`src/rtl/avb_audio_pkg.sv`:
```
// Shared definitions for the AVB audio transmit path.
//   DATA_W_DEF / SLOT_W_DEF : default sample width and slot width (BCLKs per channel)
//   stereo_frame_t          : one stereo frame, left sample in the upper half
//   i2s_state_e             : serializer FSM state (IDLE / RUN)
package avb_audio_pkg;

    localparam int DATA_W_DEF = 24;
    localparam int SLOT_W_DEF = 32;

    typedef struct packed {
        logic [DATA_W_DEF-1:0] left;
        logic [DATA_W_DEF-1:0] right;
    } stereo_frame_t;

    typedef enum logic {
        ST_IDLE = 1'b0,
        ST_RUN  = 1'b1
    } i2s_state_e;

endpackage

```
`src/rtl/avb_i2s_fifo.sv`:
```
// Synchronous frame FIFO with a show-ahead read port.
//   clk, reset : clock and synchronous active-high reset (empties the FIFO)
//   push/wr_data : write one entry; ignored when full
//   pop/rd_data  : rd_data always shows the oldest entry; pop discards it; ignored when empty
//   full, empty  : occupancy flags
module avb_i2s_fifo #(
    parameter int W     = 48,
    parameter int DEPTH = 4
) (
    input  logic         clk,
    input  logic         reset,
    input  logic         push,
    input  logic [W-1:0] wr_data,
    input  logic         pop,
    output logic [W-1:0] rd_data,
    output logic         full,
    output logic         empty
);
    import avb_audio_pkg::*;

    localparam int AW = (DEPTH > 1) ? $clog2(DEPTH) : 1;

    logic [W-1:0]  mem [DEPTH];
    logic [AW-1:0] wr_ptr;
    logic [AW-1:0] rd_ptr;
    logic [AW:0]   count;
    logic          do_push;
    logic          do_pop;

    assign do_push = push && !full;
    assign do_pop  = pop && !empty;
    assign full    = (count == (AW+1)'(DEPTH));
    assign empty   = (count == '0);
    assign rd_data = mem[rd_ptr];

    // Storage is not reset; the pointers and count define what is valid.
    always_ff @(posedge clk) begin
        if (do_push) begin
            mem[wr_ptr] <= wr_data;
        end
    end

    always_ff @(posedge clk) begin
        if (reset) begin
            wr_ptr <= '0;
            rd_ptr <= '0;
            count  <= '0;
        end else begin
            if (do_push) begin
                wr_ptr <= (wr_ptr == AW'(DEPTH-1)) ? '0 : wr_ptr + 1'b1;
            end
            if (do_pop) begin
                rd_ptr <= (rd_ptr == AW'(DEPTH-1)) ? '0 : rd_ptr + 1'b1;
            end
            case ({do_push, do_pop})
                2'b10:   count <= count + 1'b1;
                2'b01:   count <= count - 1'b1;
                default: count <= count;
            endcase
        end
    end

endmodule

```
`src/rtl/avb_i2s_tx.sv`:
```
// I2S master transmitter: buffers stereo frames and serializes them MSB first.
//   clk_clk, reset_reset : master clock, synchronous active-high reset
//   snk_data/valid/ready : frame input {left, right}
//   enable               : run the serializer; low returns to idle at once
//   clear_underflow      : pulse that clears the sticky underflow flag
//   i2s_bclk/lrclk/sdata : I2S bus (lrclk 0 = left, leads data by one BCLK)
//   underflow            : sticky, a frame boundary found the FIFO empty
//   frame_tick           : one-cycle pulse on each frame load
//   state                : current FSM state (observability)
//
// Handshake: a frame transfers on any cycle with snk_valid && snk_ready.
// snk_ready is !full (and low during reset); it does not look at a
// same-cycle pop, and valid may be held while ready is low.
module avb_i2s_tx
    import avb_audio_pkg::*;
#(
    parameter int DATA_W     = DATA_W_DEF,
    parameter int SLOT_W     = SLOT_W_DEF,
    parameter int BCLK_DIV   = 2,
    parameter int FIFO_DEPTH = 4
) (
    input  logic                clk_clk,
    input  logic                reset_reset,
    input  logic [2*DATA_W-1:0] snk_data,
    input  logic                snk_valid,
    output logic                snk_ready,
    input  logic                enable,
    input  logic                clear_underflow,
    output logic                i2s_bclk,
    output logic                i2s_lrclk,
    output logic                i2s_sdata,
    output logic                underflow,
    output logic                frame_tick,
    output i2s_state_e          state
);

    localparam int FRAME_BITS = 2 * SLOT_W;
    localparam int PW         = $clog2(FRAME_BITS);
    localparam int DIV_W      = (BCLK_DIV > 1) ? $clog2(BCLK_DIV) : 1;
    localparam logic [PW-1:0] P_LAST = PW'(FRAME_BITS - 1);

    i2s_state_e state_next;
    logic       run;

    logic [DIV_W-1:0]      div;
    logic                  bclk;
    logic                  lrclk;
    logic [PW-1:0]         p;
    logic [FRAME_BITS-1:0] sr;

    logic          div_wrap;
    logic          fall;
    logic          wrap;
    logic [PW-1:0] p_next;
    logic [PW-1:0] p_after;
    logic          lr_next;

    logic                  fifo_push;
    logic                  fifo_pop;
    logic                  fifo_full;
    logic                  fifo_empty;
    logic [2*DATA_W-1:0]   fifo_rd;
    logic [SLOT_W-1:0]     left_slot;
    logic [SLOT_W-1:0]     right_slot;

    assign snk_ready = !fifo_full && !reset_reset;
    assign fifo_push = snk_valid && snk_ready;
    assign fifo_pop  = wrap && !fifo_empty;

    avb_i2s_fifo #(
        .W     (2*DATA_W),
        .DEPTH (FIFO_DEPTH)
    ) u_fifo (
        .clk     (clk_clk),
        .reset   (reset_reset),
        .push    (fifo_push),
        .wr_data (snk_data),
        .pop     (fifo_pop),
        .rd_data (fifo_rd),
        .full    (fifo_full),
        .empty   (fifo_empty)
    );

    // Samples are left-justified in their slot; the tail is zero padding.
    assign left_slot  = SLOT_W'(fifo_rd[2*DATA_W-1 -: DATA_W]) << (SLOT_W - DATA_W);
    assign right_slot = SLOT_W'(fifo_rd[DATA_W-1:0]) << (SLOT_W - DATA_W);

    // FSM: state register
    always_ff @(posedge clk_clk) begin
        if (reset_reset) begin
            state <= ST_IDLE;
        end else begin
            state <= state_next;
        end
    end

    // FSM: next state
    always_comb begin
        state_next = state;
        case (state)
            ST_IDLE: if (enable)  state_next = ST_RUN;
            ST_RUN:  if (!enable) state_next = ST_IDLE;
            default: state_next = ST_IDLE;
        endcase
    end

    // FSM: outputs. Dropping enable idles the datapath in the same cycle,
    // so the bus is quiet on the very next cycle.
    always_comb begin
        run = 1'b0;
        case (state)
            ST_RUN:  run = enable;
            default: run = 1'b0;
        endcase
    end

    always_comb begin
        div_wrap = run && (div == DIV_W'(BCLK_DIV - 1));
        fall     = div_wrap && bclk;
        wrap     = fall && (p == P_LAST);
        p_next   = (p == P_LAST) ? '0 : p + 1'b1;
        // lrclk reflects the slot of the *next* bit: the one-BCLK I2S lead.
        p_after  = (p_next == P_LAST) ? '0 : p_next + 1'b1;
        lr_next  = (p_after >= PW'(SLOT_W));
    end

    // Idle (and reset) hold p at the last position so the first falling
    // edge after enable wraps to 0 and loads a frame.
    always_ff @(posedge clk_clk) begin
        if (reset_reset || !run) begin
            div   <= '0;
            bclk  <= 1'b0;
            lrclk <= 1'b0;
            p     <= P_LAST;
            sr    <= '0;
        end else begin
            div <= div_wrap ? '0 : div + 1'b1;
            if (div_wrap) begin
                bclk <= !bclk;
            end
            if (fall) begin
                p     <= p_next;
                lrclk <= lr_next;
                if (wrap) begin
                    sr <= fifo_empty ? '0 : {left_slot, right_slot};
                end else begin
                    sr <= sr << 1;
                end
            end
        end
    end

    always_ff @(posedge clk_clk) begin
        if (reset_reset) begin
            frame_tick <= 1'b0;
            underflow  <= 1'b0;
        end else begin
            frame_tick <= wrap;
            if (wrap && fifo_empty) begin
                underflow <= 1'b1;
            end else if (clear_underflow) begin
                underflow <= 1'b0;
            end
        end
    end

    assign i2s_bclk  = bclk;
    assign i2s_lrclk = lrclk;
    assign i2s_sdata = sr[FRAME_BITS-1];

endmodule

```
`config.mk`:
```
export PLATFORM = sky130hd
export DESIGN_NAME = avb_i2s_tx
export DESIGN_NICKNAME = d
export VERILOG_FILES = /design/src/rtl/avb_audio_pkg.sv /design/src/rtl/avb_i2s_fifo.sv /design/src/rtl/avb_i2s_tx.sv
export SDC_FILE = /design/constraint.sdc
export NUM_CORES = 1
export LEC_CHECK = 0
export BUFFER_PORTS_ARGS = -buffer_cell sky130_fd_sc_hd__buf_2
export CAP_MARGIN = 20
export CORE_MARGIN = 3
export CORE_UTILIZATION = 60
export CTS_CLUSTER_SIZE = 28
export DETAILED_ROUTE_END_ITERATION = 7
export PLACE_DENSITY_LB_ADDON = 0.1
export SLEW_MARGIN = 0
export SYNTH_ARGS = -nofsm -noshare
export SYNTH_HDL_FRONTEND = slang
export SYNTH_SLANG_ARGS = --single-unit
```
`constraint.sdc`:
```
create_clock -name clk_clk -period 3.87 [get_ports clk_clk]
set_input_delay 0.1935 -clock clk_clk [delete_from_list [all_inputs] [get_ports clk_clk]]
set_output_delay 0.1935 -clock clk_clk [all_outputs]
set_load 0.02 [all_outputs]
```
Word-level counts from Yosys, hierarchy flattened
Memories as Yosys holds them, arrays and structs flattened. A register that Yosys moved wholly into a read port is not among the register bits.
Cells that the tools add are included.
{ "word_totals": {"reg_bits": 83, "ramBits": 192, "in_bits": 53, "out_inout_bits": 7, "wordCells": 61, "n_memories": 1} }
{ "mem_list": {"columns": ["memory", "words", "width", "read_ports", "rd_ports_with_merged_regs", "write_ports", "line_no", "text"], "rows": [
  ["u_fifo.mem", 4, 48, 1, 1, 1, "avb_i2s_fifo.sv:23", "logic [W-1:0] mem [DEPTH];"]
]} }
{ "op_classes": {"n_addsub": 7, "n_lt_le_gt_ge": 1, "n_eq_ne": 7, "mux": 15, "reduce_logical": 19} }
{ "ops": {"columns": ["op", "n"], "rows": [
  ["$mux W64", 2],
  ["$add A6 B1 Y6 const B", 2],
  ["$eq A6 B6 Y1 const B", 2],
  ["$mux W6", 2],
  ["$logic_and A1 B1 Y1", 9],
  ["$mux W2", 4],
  ["$eq A2 B2 Y1 const B", 3],
  ["$ge A6 B6 Y1 const B", 1],
  ["$mux W1", 6],
  ["$pmux W3 S2", 1],
  ["$logic_not A1 Y1", 5],
  ["$add A2 B1 Y2 const B", 2],
  ["$reduce_bool A2 Y1", 2],
  ["$add A3 B1 Y3 const B", 1],
  ["$eq A3 B3 Y1 const B", 1],
  ["$logic_not A3 Y1", 1],
  ["$sub A3 B1 Y3 const B", 1],
  ["$eq A2 B1 Y1 const B", 1],
  ["$reduce_or A2 Y1", 1],
  ["$add A1 B1 Y1 const B", 1],
  ["$logic_or A1 B1 Y1", 1]
]} }

Logic depth before layout (Yosys ltp)
Gate-level depths: netlist (run 1).
{ "logic_depth": {"depth_word": 8, "ltp_mapped": 10, "ltp_nobuf": 10} }

By module
A second synthesis (run 1) with hierarchy kept.
{ "unflattened": {"hier_cells": 623, "area_unflattened_um2": 10153.5} }
{ "by_module_without_submodules": {"columns": ["module", "instances", "cells_each", "area_each_um2", "seq_area_each_um2"], "rows": [
  ["avb_i2s_fifo", 1, 304, 7409.6, 5945.7],
  ["avb_i2s_tx", 1, 319, 2743.9, 1361.3]
]} }

Worst setup path before layout (run 1)
OpenSTA, ideal clock, no wires.
{ "synth_timing": {"path_type": "register -> register", "startpoint": "register u_fifo.count[1]", "endpoint": "memory u_fifo.mem[0][0] (enable)", "setup_time_ns": 0.411, "arrival_ns": 2.278, "required_ns": 3.459, "slack_ns": 1.182, "path_stages_with_launch": 4, "path_buffers": 0, "synth_period_minus_slack_ns": 2.688, "path_cell_list": "dfxtp_1 inv_1 a31oi_1 and3_1"} }
{ "synth_via": {"elab_chain_len": 7} }
{ "synth_rtl": {"columns": ["item", "line_no", "text"], "rows": [
  ["start, declared", "avb_i2s_fifo.sv:26", "logic [AW:0] count;"],
  ["start signal, assigned", "avb_i2s_fifo.sv:56", "2'b10: count <= count + 1'b1;"],
  ["start signal, assigned", "avb_i2s_fifo.sv:57", "2'b01: count <= count - 1'b1;"],
  ["start signal, assigned", "avb_i2s_fifo.sv:58", "default: count <= count;"],
  ["$eq A3 B3 Y1", "avb_i2s_fifo.sv:32", "assign full = (count == (AW+1)'(DEPTH));"],
  ["$logic_not A1 Y1", "avb_i2s_tx.sv:66", "assign snk_ready = !fifo_full && !reset_reset;"],
  ["$logic_and A1 B1 Y1", "avb_i2s_tx.sv:66", null],
  ["via snk_ready", "avb_i2s_tx.sv:26", "output logic snk_ready,"],
  ["$logic_and A1 B1 Y1", "avb_i2s_tx.sv:67", "assign fifo_push = snk_valid && snk_ready;"],
  ["$logic_and A1 B1 Y1", "avb_i2s_fifo.sv:30", "assign do_push = push && !full;"],
  ["$mux W1", "avb_i2s_fifo.sv:38", "if (do_push) begin"],
  ["$mux W1 (implied by the code)", "avb_i2s_fifo.sv:39", "mem[wr_ptr] <= wr_data;"],
  ["end, declared", "avb_i2s_fifo.sv:23", null]
]} }
The timed path passes the listed nets, and every way through them passes these cells.

Worst setup path in the final report (run 1)
{ "layout_timing": {"startpoint": "register bclk (netlist: i2s_bclk)", "endpoint": "register u_fifo.count[2]"} }
{ "layout_via": {"elab_chain_len": 6, "word_cells_on_any_way": 8, "classes_between": "eq/ne (2); mux (1); reduce/logical (5)"} }
{ "layout_rtl": {"columns": ["item", "line_no", "text"], "rows": [
  ["start, declared", "avb_i2s_tx.sv:46", "logic bclk;"],
  ["start signal, assigned", "avb_i2s_tx.sv:139", "bclk <= !bclk;"],
  ["$logic_and A1 B1 Y1 (*)", "avb_i2s_tx.sv:119", "fall = div_wrap && bclk;"],
  ["$logic_and A1 B1 Y1 (*)", "avb_i2s_tx.sv:120", "wrap = fall && (p == P_LAST);"],
  ["$logic_and A1 B1 Y1 (*)", "avb_i2s_tx.sv:68", "assign fifo_pop = wrap && !fifo_empty;"],
  ["$logic_and A1 B1 Y1 (*)", "avb_i2s_fifo.sv:31", "assign do_pop = pop && !empty;"],
  ["$eq A2 B1 Y1 / $eq A2 B2 Y1 (equally long branches)", "avb_i2s_fifo.sv:55", "case ({do_push, do_pop})"],
  ["$pmux W3 S2 / $reduce_bool A2 Y1 (equally long branches)", null, null]
]} }
Every way passes the cells marked *; elsewhere a longest branch is shown, timed or not.
A chain may end at the register's enable or synchronous reset.

==> metrics.cfg, run 1 <==
[clock_network]
cts_buffers = 26
cts_root_buf = clkbuf_16
insertion_delay_ns = 0.53
cts_tree = built
cts_sinks = 269
clk_path_buf_depth = 3
cts_setup_buffers = 0
clkTransAtPathRegs_ns = 0.06
htreeDepth = 1

[outcome]
outcome = finished clean

[synthesis]
synth_cell_type_count = 42
synthDominantAreaCellType = edfxtp_1
synth_seq_cells = 269
synth_seq_area_share_pct = 69.8
synth_warnings = 0
synthTopCellsByArea = edfxtp_1 (55%), dfxtp_1 (15%), mux4_2 (10%)
yosysTopAreaCellShare_pct = 55.1
syn_inst = 621
synth_area_sq_um = 10500
syn_nets = 683
syn_area_per_cell_sq_um = 16.9

[floorplan]
start_util_pct = 62.2
pin_count = 60
core_area_sq_um = 16800
rows = 47
die_y_um = 138
die_area_sq_um = 19100
die_w_um = 138

[drt]
drt_first_pass_iters = 5
ant_nets = 0
viasPerCell = 6.04
post_drt_wl_per_cell_um = 20.6
wl_mm = 20.1
drt_iter0_markers = 518
drc = 0
vias = 5875

[sta]
fin_skew_ns = 0.0181
finalSetupViolations = 0
fin_crit_ns = 2.68
relSlewSlack_pct = 40.0
fmax_mhz = 373
final-max-slew-violation-count = 0
min_period_over_period_pct = 69.2
fin_setup_tns_ns = 0
finalHoldViolCount = 0
grt_setup_unrepaired = false
max_slew.worst_pin.slew_ns = 0.900
hold_ws_ns = 0.0195

[cells_and_area]
fin_util_pct = 73.3
drive_above_1_share_pct = 28.7
finalNonFillerCells = 973
n_antenna_cell = 0
nets = 795
area_delta_synth_final_pct = 17.7

[global_routing]
grt_max_degree = 58
grt-ovfl-total = 0
grt_use_total_pct = 20.7
antenna_found_initial = 0
grt_pass1_vias = 5996
grt_pass1_wl_mm = 31.9

[power_and_ir_drop]
totalPowerFinal_uw = 5890
pwr_density_cell_nw_per_um2 = 478
p_leak_uw = 0.00435
vdd_drop_max_v = 0.000384

[placed_design]
io_buffers = 59
gp_congestion = 0.784
dp_hpwl_mm = 11.2
post-place-cells = 872

[setup_path]
cp-start-kind = flop
cp.arrival_ns = 3.13
worst-path-max-fanout = 15
cp-end-kind = flop
path_class = reg -> reg
r2r_slack_ns = 1.19
cp.required_ns = 4.32

[worst_hold_path]
worst_hold_path_type = in -> reg

[flow_run]
cap_violations = 0

-- path summary, 6_finish.rpt --
kind / startpoint / endpoint / cells past startpoint
setup / recovery: i2s_bclk$_SDFFE_PP0N_ / u_fifo.count[2]$_SDFFE_PP0P_ / 9
hold / removal: reset_reset / u_fifo.count[0]$_SDFFE_PP0P_ / 2
setup reg to reg: i2s_bclk$_SDFFE_PP0N_ / u_fifo.count[2]$_SDFFE_PP0P_ / 9
hold reg to reg: sr[35]$_SDFFE_PP0P_ / sr[35]$_SDFFE_PP0P_ / 2
-- per-stage QoR --
stage / instance area, sq um / setup slack (ns)
after detailed placement: 10900 / 1.21
after CTS: 12300 / 1.19
after floorplan: 10500 / 1.18
final: 12300 / 1.19
after global routing: 12300 / 1.00
after global placement: 10900 / 1.29
-- worst max-delay path, cell delays in order (launching register included) --
cell     delay [ns]
dfxtp_1        0.37
and2_1         0.50
nand3_2        0.18
nor3_4         0.27
ha_1           0.24
inv_1          0.06
fa_1           0.37
xor2_1         0.16
or3_1          0.31
a21oi_1        0.15
-- layer usage --
layer / track usage, % / wire, um / up-vias
met4: 5.04 / 393 / 0
li1: - / - / 2675
met2: 35.0 / 10100 / 198
met3: 3.35 / 1190 / 36
met5: 0 / 0 / -
met1: 28.9 / 8340 / 2966
-- cells by family after synthesis --
logic type / Yosys count / synth area share (%)
xor gates and xnor gates: 6 / 0.502
AOI/OAI and AO/OA: 123 / 10.3
DFF: 269 / 69.8
adders and majority gates: 9 / 1.15
muxes: 50 / 10.5
and+or+nand+nor: 114 / 4.84
buffers and inverters: 50 / 2.86
-- cell usage after synthesis --
| master | n |
|---|---|
| ha_1 | 8 |
| o211ai_1 | 1 |
| or3_1 | 1 |
| nor3_1 | 1 |
| or2b_1 | 1 |
| buf_1 | 1 |
| a221oi_1 | 6 |
| nor2_1 | 66 |
| inv_1 | 8 |
| and2_1 | 2 |
| buf_4 | 1 |
| o31ai_1 | 4 |
| a221oi_2 | 41 |
| buf_6 | 9 |
| nand4_1 | 1 |
| a41o_1 | 1 |
| xor2_1 | 5 |
| xnor2_1 | 1 |
| o21ai_0 | 52 |
| a22oi_1 | 1 |
| a21oi_1 | 13 |
| fa_1 | 1 |
| nand3_1 | 11 |
| nand3_2 | 1 |
| o22ai_1 | 1 |
| buf_2 | 14 |
| a221o_1 | 1 |
| a31oi_1 | 1 |
| mux2i_1 | 2 |
| edfxtp_1 | 192 |
| clkbuf_1 | 15 |
| nand2_1 | 18 |
| a32oi_1 | 1 |
| nor2b_1 | 1 |
| or2_2 | 1 |
| dfxtp_1 | 77 |
| nor3_2 | 1 |
| nor2_2 | 1 |
| nor3_4 | 1 |
| mux4_2 | 48 |
| buf_8 | 2 |
| and3_1 | 7 |
-- layout by cell type (no fill, tap or decap), types with 2 or more instances in the layout --
| cell type | instances |
|---|---|
| edfxtp_1 | 192 |
| a221oi_1 | 6 |
| nor2_2 | 2 |
| clkbuf_1 | 6 |
| dfxtp_1 | 75 |
| ha_1 | 8 |
| mux4_2 | 48 |
| clkbuf_16 | 26 |
| bufinv_16 | 2 |
| nand3_1 | 10 |
| buf_2 | 59 |
| clkinv_1 | 3 |
| o21ai_0 | 52 |
| mux2i_1 | 2 |
| nor2_1 | 64 |
| clkinv_2 | 5 |
| buf_4 | 13 |
| and2_1 | 2 |
| and3_2 | 4 |
| o31ai_1 | 4 |
| xor2_1 | 5 |
| inv_1 | 8 |
| and3_1 | 3 |
| a21oi_1 | 13 |
| a221oi_2 | 41 |
| clkbuf_8 | 5 |
| dlygate4sd3_1 | 52 |
| nand2_1 | 18 |
-- report_power, final --
group	leakage, uW	switching (uW)	total [uW]	internal, uW
clock network	0.000423	1010	2480	1470
registers	0.00237	17.7	3170	3150
logic	0.00156	140	242	102
-- sequential cells by signal (all words and copies together) (netlist names), named ones only --
name and flops:
state 1, underflow 1, frame_tick 1, i2s_lrclk 1, u_fifo.mem 192, sr 56, u_fifo.rd_ptr 2, i2s_bclk 1
p 6, div 1, u_fifo.wr_ptr 2, u_fifo.count 3
-- layout make-up --
type,instances,area (sq um)
Timing Repair Buffer,126,961
Clock inverter,11,113
Fill cell,1063,4500
Clock buffer,37,742
Inverter,8,30.0
Multi-Input combinational cell,302,2890
Tap cell,220,275
Sequential cell,269,7310
-- what timing repair did --
action	4_1_cts	5_1_grt
gates resized for setup	0	0
endpoints found under the hold margin	194	0
hold buffers	52	0
endpoints found under the setup margin	0	0
Note: power is estimated with default switching activity, not from simulation.
==> run 2: changes to the inputs <==
CORE_UTILIZATION = 54   (was 60)
clock period = 2.38 ns   (was 3.87 ns; I/O delays follow)
==> run 2 against run 1 <==
Against the previous run:
- clock skew shrank 0.0082 ns
- worst hold slack better by 0.052 ns
- sequential share of layout area decreased by 0.77 points
- maximum frequency is 17% higher
- total power rose by 61%
- cell count up 5.1%
- first-iteration DRC count shrank 6.6%
- sequential cell count stayed put
- via count increased by 0.44%
- utilization is 7.2 points lower
- critical endpoint unchanged
- highest routed layer unchanged
==> metrics.cfg, run 2 (same netlist as run 1, synthesis figures left out) <==
[outcome]
outcome = finished clean

[floorplan]
rows = 50  ; +6.4%
start_util_pct = 55.4  ; -6.8 points
die_y_um = 145  ; +5.2%
die_w_um = 145  ; +5.2%
core_area_sq_um = 18900  ; +12%
die_area_sq_um = 21100  ; +11%
pin_count = 60  ; unchanged

[sta]
finalSetupViolations = 0  ; unchanged
fin_setup_tns_ns = 0  ; unchanged
fin_skew_ns = 0.00983  ; -0.00824 ns
finalHoldViolCount = 0  ; unchanged
max_slew.worst_pin.slew_ns = 0.936  ; +0.0361 ns
fin_crit_ns = 2.29  ; -0.387 ns
relSlewSlack_pct = 37.6  ; -2.4 points
final-max-slew-violation-count = 0  ; unchanged
min_period_over_period_pct = 96.3  ; +27 points
fmax_mhz = 436  ; +17%
grt_setup_unrepaired = false

[worst_hold_path]
worst_hold_path_type = in -> reg
hold_end = u_fifo.wr_ptr[0]$_SDFFE_PP0P_
min_path_cells = 3  ; +1
hold_path.startpoint = snk_valid

[setup_path]
cp-start-kind = flop
worst-r2r-cell-count = 9  ; unchanged
cp.required_ns = 2.83  ; -1.49 ns
worst_r2r_endpoint = u_fifo.count[2]$_SDFFE_PP0P_
path_class = reg -> reg
r2r_slack_ns = 0.09  ; -1.10 ns
r2r_start = p[4]$_SDFFE_PP1P_
cp.arrival_ns = 2.74  ; -0.39 ns
cp-end-kind = flop
worst-path-max-fanout = 5  ; -10

[placed_design]
io_buffers = 59  ; unchanged
post-place-cells = 921  ; +5.6%
dpl_cell_area_sq_um = 11100  ; +1.8%
gp_congestion = 0.780  ; -0.48%
dp_hpwl_mm = 11.0  ; -1.9%

[global_routing]
grt_use_total_pct = 19.0  ; -1.7 points
grt_pass1_vias = 6178  ; +3.0%
antenna_found_initial = 0  ; unchanged
grt_pass1_wl_mm = 32.4  ; +1.7%
grt_max_degree = 58  ; unchanged
grt-ovfl-total = 0  ; unchanged

[drt]
ant_nets = 0  ; unchanged
vias = 5901  ; +0.44%
post_drt_wl_per_cell_um = 19.3  ; -6.6%
drc = 0  ; unchanged
drt_first_pass_iters = 5  ; unchanged
drt_iter0_markers = 484  ; -6.6%
viasPerCell = 5.77  ; -4.5%
wl_mm = 19.7  ; -1.8%

[power_and_ir_drop]
p_leak_uw = 0.00439  ; +0.96%
vdd_drop_max_v = 0.000581  ; +51%
pwr_density_cell_nw_per_um2 = 761  ; +59%

[clock_network]
clk_path_buf_depth = 3  ; unchanged
cts_sinks = 269  ; unchanged
cts_root_buf = clkbuf_16
cts_buffers = 27  ; +3.8%
clkTransAtPathRegs_ns = 0.06  ; about the same
htreeDepth = 1  ; unchanged
cts_tree = built
insertion_delay_ns = 0.52  ; about the same

[cells_and_area]
nets = 805  ; +1.3%
largest_register_ffs = 192  ; unchanged
area_delta_synth_final_pct = 19.3
final_cell_mix = edfxtp_1 (192), dfxtp_1 (74), nor2_1 (64)
finalNonFillerCells = 1023  ; +5.1%
finalInstanceArea_sq_um = 12500  ; +1.3%
final_common_cell = edfxtp_1
n_antenna_cell = 0  ; unchanged
top_register = u_fifo.mem
top_regs = u_fifo.mem: 192 flops, sr: 56 flops, p: 6 flops
drive_above_1_share_pct = 29.6  ; +0.93 points

[flow_run]
cap_violations = 0  ; unchanged

-- run 2: what timing repair did --
action / CTS / global route
buffers inserted: 0 / 0
hold buffers: 53 / 0
gates resized for setup: 0 / 2
setup endpoints to repair: 0 / 3
endpoints found under the hold margin: 204 / 0
-- run 2: power breakdown --
group / switching, uW / internal, uW / leakage, uW
registers: 26.7 / 5130 / 0.00237
clock network: 1620 / 2320 / 0.000409
logic: 228 / 175 / 0.00161
total: 1880 / 7620 / 0.00439
-- run 2: final cells by class --
type	instances	area (sq um)
Tap cell	260	325
Fill cell	1352	6410
Clock inverter	9	70.1
Sequential cell	269	7310
Timing Repair Buffer	135	1090
Clock buffer	40	764
Multi-Input combinational cell	302	2900
Inverter	8	30.0
-- run 2: metal layers --
layer,wire length [um],global-route usage (%),up-vias
met5,0,0,-
met4,395,5.37,0
met3,999,3.25,35
met2,9710,31.5,170
met1,8600,26.4,2990
li1,-,-,2706
-- run 2: how the worst max path moves through the flow --
stage,from,end,depth (start not counted)
floorplan,p[0]$_SDFFE_PP1P_,u_fifo.count[2]$_SDFFE_PP0P_,9
global placement,p[1]$_SDFFE_PP1P_,u_fifo.count[2]$_SDFFE_PP0P_,9
detailed placement,p[1]$_SDFFE_PP1P_,u_fifo.count[2]$_SDFFE_PP0P_,9
CTS,u_fifo.count[0]$_SDFFE_PP0P_,u_fifo.count[1]$_SDFFE_PP0P_,10
global route,p[1]$_SDFFE_PP1P_,sr[11]$_SDFFE_PP0P_,7
finish,p[4]$_SDFFE_PP1P_,u_fifo.count[2]$_SDFFE_PP0P_,9
-- run 2: per-stage QoR --
stage | util, % | total power (uW) | hold slack (ns) | setup slack (ns)
6_report | 66.1 | 9500 | 0.0714 | 0.0884
5_1_grt | 66.1 | 9860 | 0.0791 | 0.00924
3_5_place_dp | 58.8 | 5600 | 0.334 | 0.127
4_1_cts | 66.0 | 9620 | 0.0601 | 0.115
2_1_floorplan | - | 5440 | 0.218 | 0.0242
3_3_place_gp | 58.8 | 5570 | 0.327 | 0.217
-- run 2: critical path: stages (launching register included) --
cell	delay (ns)
dfxtp_1	0.43
and3_1	0.25
nand3_4	0.10
nor3_4	0.19
ha_1	0.20
inv_1	0.06
fa_1	0.37
xor2_1	0.16
or3_1	0.32
a21oi_1	0.15
